<file path="config.mk">
export PLATFORM = sky130hd
export DESIGN_NAME = and_64_bit
export DESIGN_NICKNAME = d
export VERILOG_FILES = /design/src/rtl/and_64_bit.sv
export SDC_FILE = /design/constraint.sdc
export NUM_CORES = 1
export LEC_CHECK = 0
export CAP_MARGIN = 0
export CORE_MARGIN = 1.5
export CORE_UTILIZATION = 27
export CTS_CLUSTER_SIZE = 30
export DETAILED_ROUTE_END_ITERATION = 10
export PLACE_DENSITY = 0.75
export SETUP_SLACK_MARGIN = 0.5
export SLEW_MARGIN = 10
export SYNTH_ARGS = -nofsm -noshare
export SYNTH_HDL_FRONTEND = slang
export SYNTH_SLANG_ARGS = --single-unit
</file>
<file path="constraint.sdc">
create_clock -name clk -period 1.85 [get_ports clk]
set_clock_uncertainty 0.05 [all_clocks]
set_input_delay 0.37 -clock clk [delete_from_list [all_inputs] [get_ports clk]]
set_output_delay 0.37 -clock clk [all_outputs]
set_load 0.05 [all_outputs]
</file>
<file path="src/rtl/and_64_bit.sv">
// 64-bit bitwise AND for the Y86 ALU logic group: combinational result plus a
// registered copy with zero/sign flags. Define AND64_GATE_LEVEL_EN for a structural datapath.
module and_64_bit (
  input  logic        clk,
  input  logic        rst,
  input  logic [64:1] a,
  input  logic [64:1] b,
  input  logic        in_valid,
  output logic [64:1] result,
  output logic [64:1] result_r,
  output logic        zf_r,
  output logic        sf_r,
  output logic        out_valid
);

  logic zf_p0;
  logic sf_p0;

`ifdef AND64_GATE_LEVEL_EN
  wire [64:1]  prod;
  wire [127:1] tree;
  wire         zf_w;

  // Heap-ordered OR tree: leaves tree[64..127], root tree[1], six levels deep.
  for (genvar i = 1; i <= 64; i++) begin : g_and
    and u_and (prod[i], a[i], b[i]);
    assign tree[63+i] = prod[i];
  end

  for (genvar n = 1; n <= 63; n++) begin : g_or
    or u_or (tree[n], tree[2*n], tree[2*n+1]);
  end

  not u_zf (zf_w, tree[1]);

  assign result = prod;
  assign zf_p0  = zf_w;
  assign sf_p0  = prod[64];
`else
  assign result = a & b;
  assign zf_p0  = ~|result;
  assign sf_p0  = result[64];
`endif

  // Stage p0 -> registered outputs
  always_ff @(posedge clk) begin
    if (rst) begin
      result_r  <= '0;
      zf_r      <= 1'b0;
      sf_r      <= 1'b0;
      out_valid <= 1'b0;
    end else begin
      out_valid <= in_valid;
      if (in_valid) begin
        result_r <= result;
        zf_r     <= zf_p0;
        sf_r     <= sf_p0;
      end
    end
  end

endmodule

</file>
==> summary by stage, run 1 <==
Outcome
The flow ran to the end, and the final reports show no timing, DRC or antenna violations.

Cells and area
The synthesis-to-finish area growth is 152%. The post-route core utilization is 70.1%. The finished layout holds 820 standard cells, fillers aside. The post-route netlist has 66.1% of its cells at a drive strength greater than 1. The net count of the finished layout is 810. The fill cell total of the finished layout is 777. 0 antenna diodes ended up in the layout.

The finished cells cover 0.00727 mm2.

Power and ir drop
Combinational logic burns 37.1% of the power. The proportion of power drawn by flip-flops and latches is 32.4%. In this run switching power makes up 30.8% of total power. The leakage component of the power is 3.70 nW. The cell internal power dissipation is 3.22 mW. Dividing total power by cell area gives a power density of 640 mW/mm2.

Summed over all nets, the switching power comes to 1.44 mW. The clock network fraction of design power is 30.5%. VDD sags by at most 0.387 mV.

Yosys
The portion of synthesized area spent on multiplexers is 22.2%. The netlist area before placement is 0.00289 mm2. The sequential area share after synthesis is 45.7%. After synthesis, the largest area contributor takes up 45.7% of total cell area. The compound-gate portion of the synthesized area is 0.865%. After synthesis, the largest family of logic cells by area is simple AND/OR/NAND/NOR gates. The post-synth net total is 435.

The count of synthesis-stage warnings from yosys is 0. The number of standard cells after synthesis is 304. The number of distinct standard cells referenced by the synthesized netlist is 22. The number of storage elements in the synthesis netlist is 66.

The largest total area in the synthesized netlist belongs to sky130_fd_sc_hd__dfxtp_1. The fraction of the mapped netlist area in adder cells is 0%. Of the total synthesized cell area, the portion taken by XOR and XNOR cells is 0%. Of the total synthesized cell area, the portion taken by AND, OR, NAND and NOR gates is 29.0%. Yosys attributes the largest share of cell area to sky130_fd_sc_hd__dfxtp_1, sky130_fd_sc_hd__mux2i_1, sky130_fd_sc_hd__and2_1. The post-synthesis area per instance is 9.51 um2.

Place
The number of port buffers is 261. The detailed placer's ending HPWL is 9420 um. The placement-stage worst setup slack is -598 ps. The standard cell area after detailed placement is 0.00657 mm2. Routability-driven placement finished with a final weighted congestion of 0.790. Counting tap cells, the placed design contains a total of 748 instances.

Routing
Detailed routing inserted a total of 3,658 vias. The initial DRC count is 74. The detail route stage leaves a number of antenna-violating nets equal to 0.

The first detailed-routing pass took 4 iterations. For this run, design rule violations remaining after detail routing come to 0. The ratio of routed vias to standard cells is 4.46. In the final routed layout, each cell accounts on average for 15.8 um. The routed design has 13,000 um of wire.

Clocking
Clock tree synthesis found a total of 66 sinks. TritonCTS built the clock tree. The cell at the root of the clock tree is sky130_fd_sc_hd__clkbuf_8.

The latest clock arrival within the worst-skew pair is 320 ps. The total clock buffers created by CTS is 9. CTS built an H-tree with a depth of 3. The maximum clock insertion buffer count is 2. Clock-pin slew was measured on the worst setup and hold paths at 80 ps.

Critical path
Among all stages on the critical path, the largest delay is contributed by sky130_fd_sc_hd__or4b_4. The start of the worst register-to-register path is result_r[9]$_SDFFE_PP0P_. Tracing the worst setup path back leads to its startpoint at b[52].

The critical path goes through buf_6, and2_4, or4b_4, or4_4, nor4_4, a21o_1. The worst endpoint data arrival time is 1970 ps. On the worst path, the slowest cell contributes a delay of 530 ps. The worst setup path is of the in2reg kind. STA classifies the critical path startpoint as an input pin.

The required time at the worst-slack endpoint is 2070 ps. In this run the worst path has a maximum fanout of 2. The worst setup path is captured at a flop.

Run
The number of violations of the max-capacitance limit is 0.

Timing
The number of failing setup endpoints in the final timing report is 0. The final number of max-transition violations came to 0. The transition at the pin with the smallest max-transition slack is 699 ps. The headroom to the max-slew limit is 53.4%. The final count of hold timing violations was 0. For this run, the top clock speed supported by timing is 570 MHz.

Setup repair after global routing could not meet its margin everywhere. The worst setup margin is 96.1 ps. The part of the cycle the worst path needs is 94.8%. The worst path in the final design needs a cycle of 1750 ps, including I/O delays and setup.

Floorplan
The die area is 0.0113 mm2. From left edge to right edge, the die measures 106 um. The total area inside the core boundary comes to 0.0104 mm2. The die extent in y is 106 um. During I/O placement, the number of pins put on the boundary was 262. The initial core utilization is 27.9%.

Row generation in the floorplan step produced 37 rows.

GRT
For this run the aggregate overflow at the end of global routing stands at 0. The wire length of the first global-routing pass is 19,700 um. The maximum number of pins on one net before global-route repair is 66. Across every metal layer, demand over resource in global routing totals 22.1%.

The number of antenna violations at the first check in global routing came to 0. The via count of the first global-routing pass is 3,948.

Worst hold path
The startpoint identified for the worst hold timing path is rst. In this run the worst hold path is classified as in2reg.
-- cells in the mapped netlist --
cell type                   n
sky130_fd_sc_hd__nor2b_1    1
sky130_fd_sc_hd__nor2_1    66
sky130_fd_sc_hd__clkbuf_1   9
sky130_fd_sc_hd__nand3_1    1
sky130_fd_sc_hd__a21o_1     1
sky130_fd_sc_hd__or4b_1     1
sky130_fd_sc_hd__nor4_2     1
sky130_fd_sc_hd__buf_4      1
sky130_fd_sc_hd__dfxtp_1   66
sky130_fd_sc_hd__a22o_1     2
sky130_fd_sc_hd__and2_1    60
sky130_fd_sc_hd__or2_2      3
sky130_fd_sc_hd__nand2b_1   1
sky130_fd_sc_hd__buf_2      5
sky130_fd_sc_hd__or2_1      1
sky130_fd_sc_hd__and2_4     4
sky130_fd_sc_hd__mux2i_1   64
sky130_fd_sc_hd__nor3b_1    1
sky130_fd_sc_hd__nand4_1    1
sky130_fd_sc_hd__nor4_1     5
sky130_fd_sc_hd__nor3_1     2
sky130_fd_sc_hd__or4_1      8
-- path summary, 6_finish.rpt --
check / to / slack [ps] / cells after the start
worst max-delay path: zf_r$_SDFFE_PP0P_ / 100 / 6
worst min-delay path: out_valid$_SDFF_PP0_ / 170 / 2
worst max register to register: result_r[9]$_SDFFE_PP0P_ / 1060 / 2
worst min register to register: result_r[56]$_SDFFE_PP0P_ / 440 / 2
-- logic make-up after synthesis --
| group | count (synthesis) |
|---|---|
| buffers and inverters | 15 |
| AOI/OAI and AO/OA | 3 |
| muxes | 64 |
| DFF | 66 |
| and+or+nand+nor | 156 |
-- power by group through the flow --
stage	combinational, mW	clock, mW	sequential, mW
2_1_floorplan	0.525	0	1.73
3_3_place_gp	1.58	0	1.54
3_5_place_dp	1.60	0	1.54
4_1_cts	1.71	1.46	1.51
5_1_grt	1.80	1.52	1.51
6_report	1.73	1.42	1.51
-- critical path, delay by kind of cell --
family / cells / cell delay, ps
compound gates: 1 / 140
buf+inv: 1 / 90
simple gates: 4 / 1370
-- per-stage QoR --
stage | hold slack (ps) | setup TNS [ps] | power [mW]
floorplan | 399 | -22.0 | 2.26
global placement | 424 | -527 | 3.11
detailed placement | 432 | -872 | 3.14
CTS | 159 | 0 | 4.68
global route | 155 | 0 | 4.84
finish | 170 | 0 | 4.66
-- metal layers --
layer  vias to the layer above  wire [um]  part of all wire, %  track usage [%]
met5                         -          0                    0                0
met2                       167       7020                   54             41.9
met1                      1689       4410                   34             21.3
met4                         0        439                  3.4             9.71
met3                        35       1110                  8.5             7.85
li1                       1767          -                    -                -
-- timing repair --
action,in CTS,in global routing
setup buffers,45,11
hold buffers,0,0
pin swaps,76,27
setup endpoints to repair,131,57
hold endpoints to repair,0,0
resized for setup,469,61
-- area by class of cell --
class / instances / area, um2 / share of cell area (%)
repair buffers: 379 / 3840 / 52.8
flip-flops and latches: 66 / 1320 / 18.2
multi-input cells: 223 / 1700 / 23.4
well taps: 136 / 170 / 2.34
clock buffers: 12 / 165 / 2.27
clock inverters: 4 / 72.6 / 0.998
-- registers in the layout (all words and copies together), names as in the netlist --
signal,flops
zf_r,1
result_r,64
out_valid,1
-- cells in the final DEF, fill, tap and decap left out, drive strengths merged, types with 2 or more instances in the layout --
cell           synthesis  final
a22o                   2      2
and2                  64     64
buf                    6    328
bufinv                 0      2
clkbuf                 9     42
clkdlybuf4s15          0     12
dfxtp                 66     66
dlygate4sd2            0      9
mux2i                 64     64
nor2                  66     66
nor3                   2      2
nor4                   6      6
or2                    4      4
or4                    8      8
No activity file was read; power rests on OpenSTA's default activity.
==> run 2, diff against run 1 <==
--- a/config.mk
+++ b/config.mk
@@ -8,2 +8,3 @@
 export CAP_MARGIN = 0
+export CORE_ASPECT_RATIO = 0.5
 export CORE_MARGIN = 1.5
--- a/constraint.sdc
+++ b/constraint.sdc
@@ -4,2 +4,2 @@
 set_output_delay 0.37 -clock clk [all_outputs]
-set_load 0.05 [all_outputs]
+set_load 0.02 [all_outputs]
==> run 2 against run 1 <==
Against the previous run:
- sequential power about the same
- register-to-register slack barely moved
- critical endpoint unchanged
- non-clock buffer count unchanged
- total power up 3.2%
- via count decreased by 0.63%
- maximum frequency increased by 4.1%
- hold slack improved by 32 ps
- largest cell class unchanged
- first-iteration DRC count up 26%
- final area decreased by 6.0%
- combinational power down 29%
- wire length up 2.2%
==> summary by stage, run 2 (synthesized netlist as in run 1, its figures left out) <==
Outcome
The flow ran to the end, and the final reports show no timing, DRC or antenna violations.

Cells and area
The total area of sequential cells was 0.00132 mm2 (about the same). The post-layout net count was 810 (unchanged). The library cell used most frequently in the layout, excluding fill and tap cells, is sky130_fd_sc_hd__buf_6. The final cell count without fillers was 824 (+0.49%).

The register with the most flip-flops in the final layout is result_r. In the layout the commonest cells are sky130_fd_sc_hd__buf_6, sky130_fd_sc_hd__buf_2, sky130_fd_sc_hd__buf_4. The total non-filler cell area in the finished layout is 0.00684 mm2 (-6.0%). The fraction of layout cells with a size suffix above 1 is 56.0% (-10 points). The flip-flop count of the largest register after layout is 64 (unchanged). The number of antenna cells inserted is 0 (unchanged). The area taken by multi-input logic gates is 0.00171 mm2 (+0.37%).

The post-route core utilization is 66.3% (-3.8 points). Compared with the post-synthesis result, the final layout area differs by 137%. The largest registers in the layout are result_r: 64 flops, out_valid: 1 flops, zf_r: 1 flops. The fill cell total of the finished layout is 828 (+6.6%).

Critical path
The worst endpoint data arrival time is 1900 ps (-70 ps). The delay of the slowest cell on the worst path is 540 ps (about the same). The library cell appearing most often on the critical path is sky130_fd_sc_hd__or4_4.

The launching element type of the critical path is an input pin. The highest-delay cell along the critical path is sky130_fd_sc_hd__or4_4. The endpoint type of the worst setup path is a flop.

Walking the worst path, the cells encountered are clkbuf_2, and2_4, or4_4, or4_4, nor3_4, a21o_1. The required time at the worst-slack endpoint is 2070 ps (about the same). The maximum net fanout on the critical path came to 2 (unchanged). The critical path is of the in2reg type.

Run
The number of violations of the max-capacitance limit was 0 (unchanged).

GRT
The leftover overflow at the end of global routing is 0 (unchanged). The number of antenna violations at the first check in global routing is 0 (unchanged). The global-route usage over all layers is 22.6% (+0.55 points).

The wire length of the first global-routing pass is 20,000 um (+1.6%). The maximum number of pins on one net before global-route repair was 66 (unchanged). The via count of the first global-routing pass is 3,690 (-6.5%).

Timing
The final count of hold timing violations is 0 (unchanged). The maximum achievable frequency is 594 MHz (+4.1%). The final hold slack is 202 ps (+31.6 ps). The post-route minimum period is 1680 ps (-69.5 ps). Setup repair after global routing could not meet its margin everywhere. The setup TNS after final layout was 0 ps (unchanged). The headroom to the max-slew limit was 55.5% (+2.2 points). The transition at the pin with the smallest max-transition slack came to 667 ps (-32.6 ps). The part of the cycle the worst path needs is 91.1% (-3.8 points). The number of failing setup endpoints in the final timing report is 0 (unchanged). The final number of max-transition violations is 0 (unchanged). The worst setup margin came to 166 ps (+69.5 ps).

Routing
The final routed wirelength across all metal layers is 13,300 um (+2.2%). The initial DRC count is 93 (+26%). The number of nets with antenna violations after detailed routing is 0 (unchanged). The ratio of routed vias to standard cells is 4.41 (-1.1%). The first-pass iteration count of the detailed router is 4 (unchanged). The DRC violation count after routing is 0 (unchanged). The via count came to 3,635 (-0.63%). The detail-routed net length per standard cell is 16.1 um (+1.7%).

Clocking
The total clock buffers created by CTS is 9 (unchanged). The number of hold-repair buffers added at the cts stage is 0 (unchanged). The CTS sink count is 66 (unchanged).

The CTS clock-pin slew for the worst setup and hold paths is 50 ps (-30 ps). The latest clock arrival within the worst-skew pair is 330 ps (about the same). The maximum clock insertion buffer count is 2 (unchanged). The number of H-tree levels is 3 (unchanged). TritonCTS built the clock tree. The cell at the root of the clock tree is sky130_fd_sc_hd__clkbuf_16.

Floorplan
The count of pins on the block boundary came to 262 (unchanged). The core footprint was 0.0103 mm2 (-0.55%). The floorplan row count is 26 (-30%). The initial core utilization was 28.0% (+0.16 points).

The die area is 0.0114 mm2 (+0.33%). The floorplan die width is 149 um (+40%). The die extent in y is 76.2 um (-28%).

Power and ir drop
The maximum ir drop on the vdd rail is 0.508 mV (+31%). The leakage component of the power came to 3.77 nW (+1.9%). The total chip power is 4.81 mW (+3.2%). The power per standard cell area is 703 mW/mm2 (+9.8%).

Place
The standard cell area after detailed placement is 0.00607 mm2 (-7.6%). The final RePlAce weighted congestion is 0.826 (+4.5%). The number of cells in the design after placement is 747 (-0.13%).

The placement-stage worst setup slack is -542 ps (+56.0 ps). The detailed placer's ending HPWL came to 9270 um (-1.5%). The number of port buffers is 261 (unchanged).

Worst hold path
The class of the most critical hold timing path is in2reg.
==> run 2: cell types whose count changed in the layout (fill, tap and decap cells not counted), sizes merged <==
cell	change
clkdlybuf4s15	+9
buf	-58
clkbuf	-13
dlymetal6s2s	+10
clkinv	+1
dlygate4sd2	+49
bufinv	+2
==> run 2: metal layers <==
| layer | share of wire [%] | GRT usage, % | up-vias |
|---|---|---|---|
| li1 | - | - | 1774 |
| met5 | 0 | 0 | - |
| met1 | 40 | 25.9 | 1762 |
| met2 | 54 | 42.3 | 79 |
| met4 | 2.1 | 5.84 | 0 |
| met3 | 3.1 | 5.03 | 20 |
==> run 2: where the power goes <==
group | switching (mW) | internal [mW]
registers | 0.0268 | 1.48
clock network | 0.621 | 1.45
logic | 0.529 | 0.701
total | 1.18 | 3.63
==> run 2: critical path, delay by kind of cell <==
| family | cells | cell delay [ps] |
|---|---|---|
| buf+inv | 1 | 80 |
| simple gates | 4 | 1340 |
| compound gates | 1 | 120 |
==> run 2: path summary, 6_finish.rpt <==
kind | start | endpoint | slack [ps] | cells past startpoint
max | a[22] | zf_r$_SDFFE_PP0P_ | 170 | 6
max reg2reg | result_r[64]$_SDFFE_PP0P_ | result_r[64]$_SDFFE_PP0P_ | 1070 | 2
min | rst | out_valid$_SDFF_PP0_ | 200 | 2
min reg2reg | result_r[60]$_SDFFE_PP0P_ | result_r[60]$_SDFFE_PP0P_ | 440 | 2
==> run 2: cell type report <==
class | instances | share of cell area [%]
repair buffers | 379 | 47.8
clock buffers | 9 | 3.29
multi-input cells | 223 | 24.9
well taps | 140 | 2.56
flip-flops and latches | 66 | 19.3
clock inverters | 7 | 2.07
==> run 2: timing repair <==
action                     in CTS  in global routing
gates resized for setup       911                 84
hold endpoints to repair        0                  0
gates cloned                    0                  0
setup buffers                  42                 19
pin swaps                      71                 36
setup endpoints to repair     170                 95
==> run 3, diff against run 2 <==
Settings changed: SLEW_MARGIN 10 to unset.
==> results of run 3 <==
No change in the layout: final DEF, timing and power equal those of run 2.
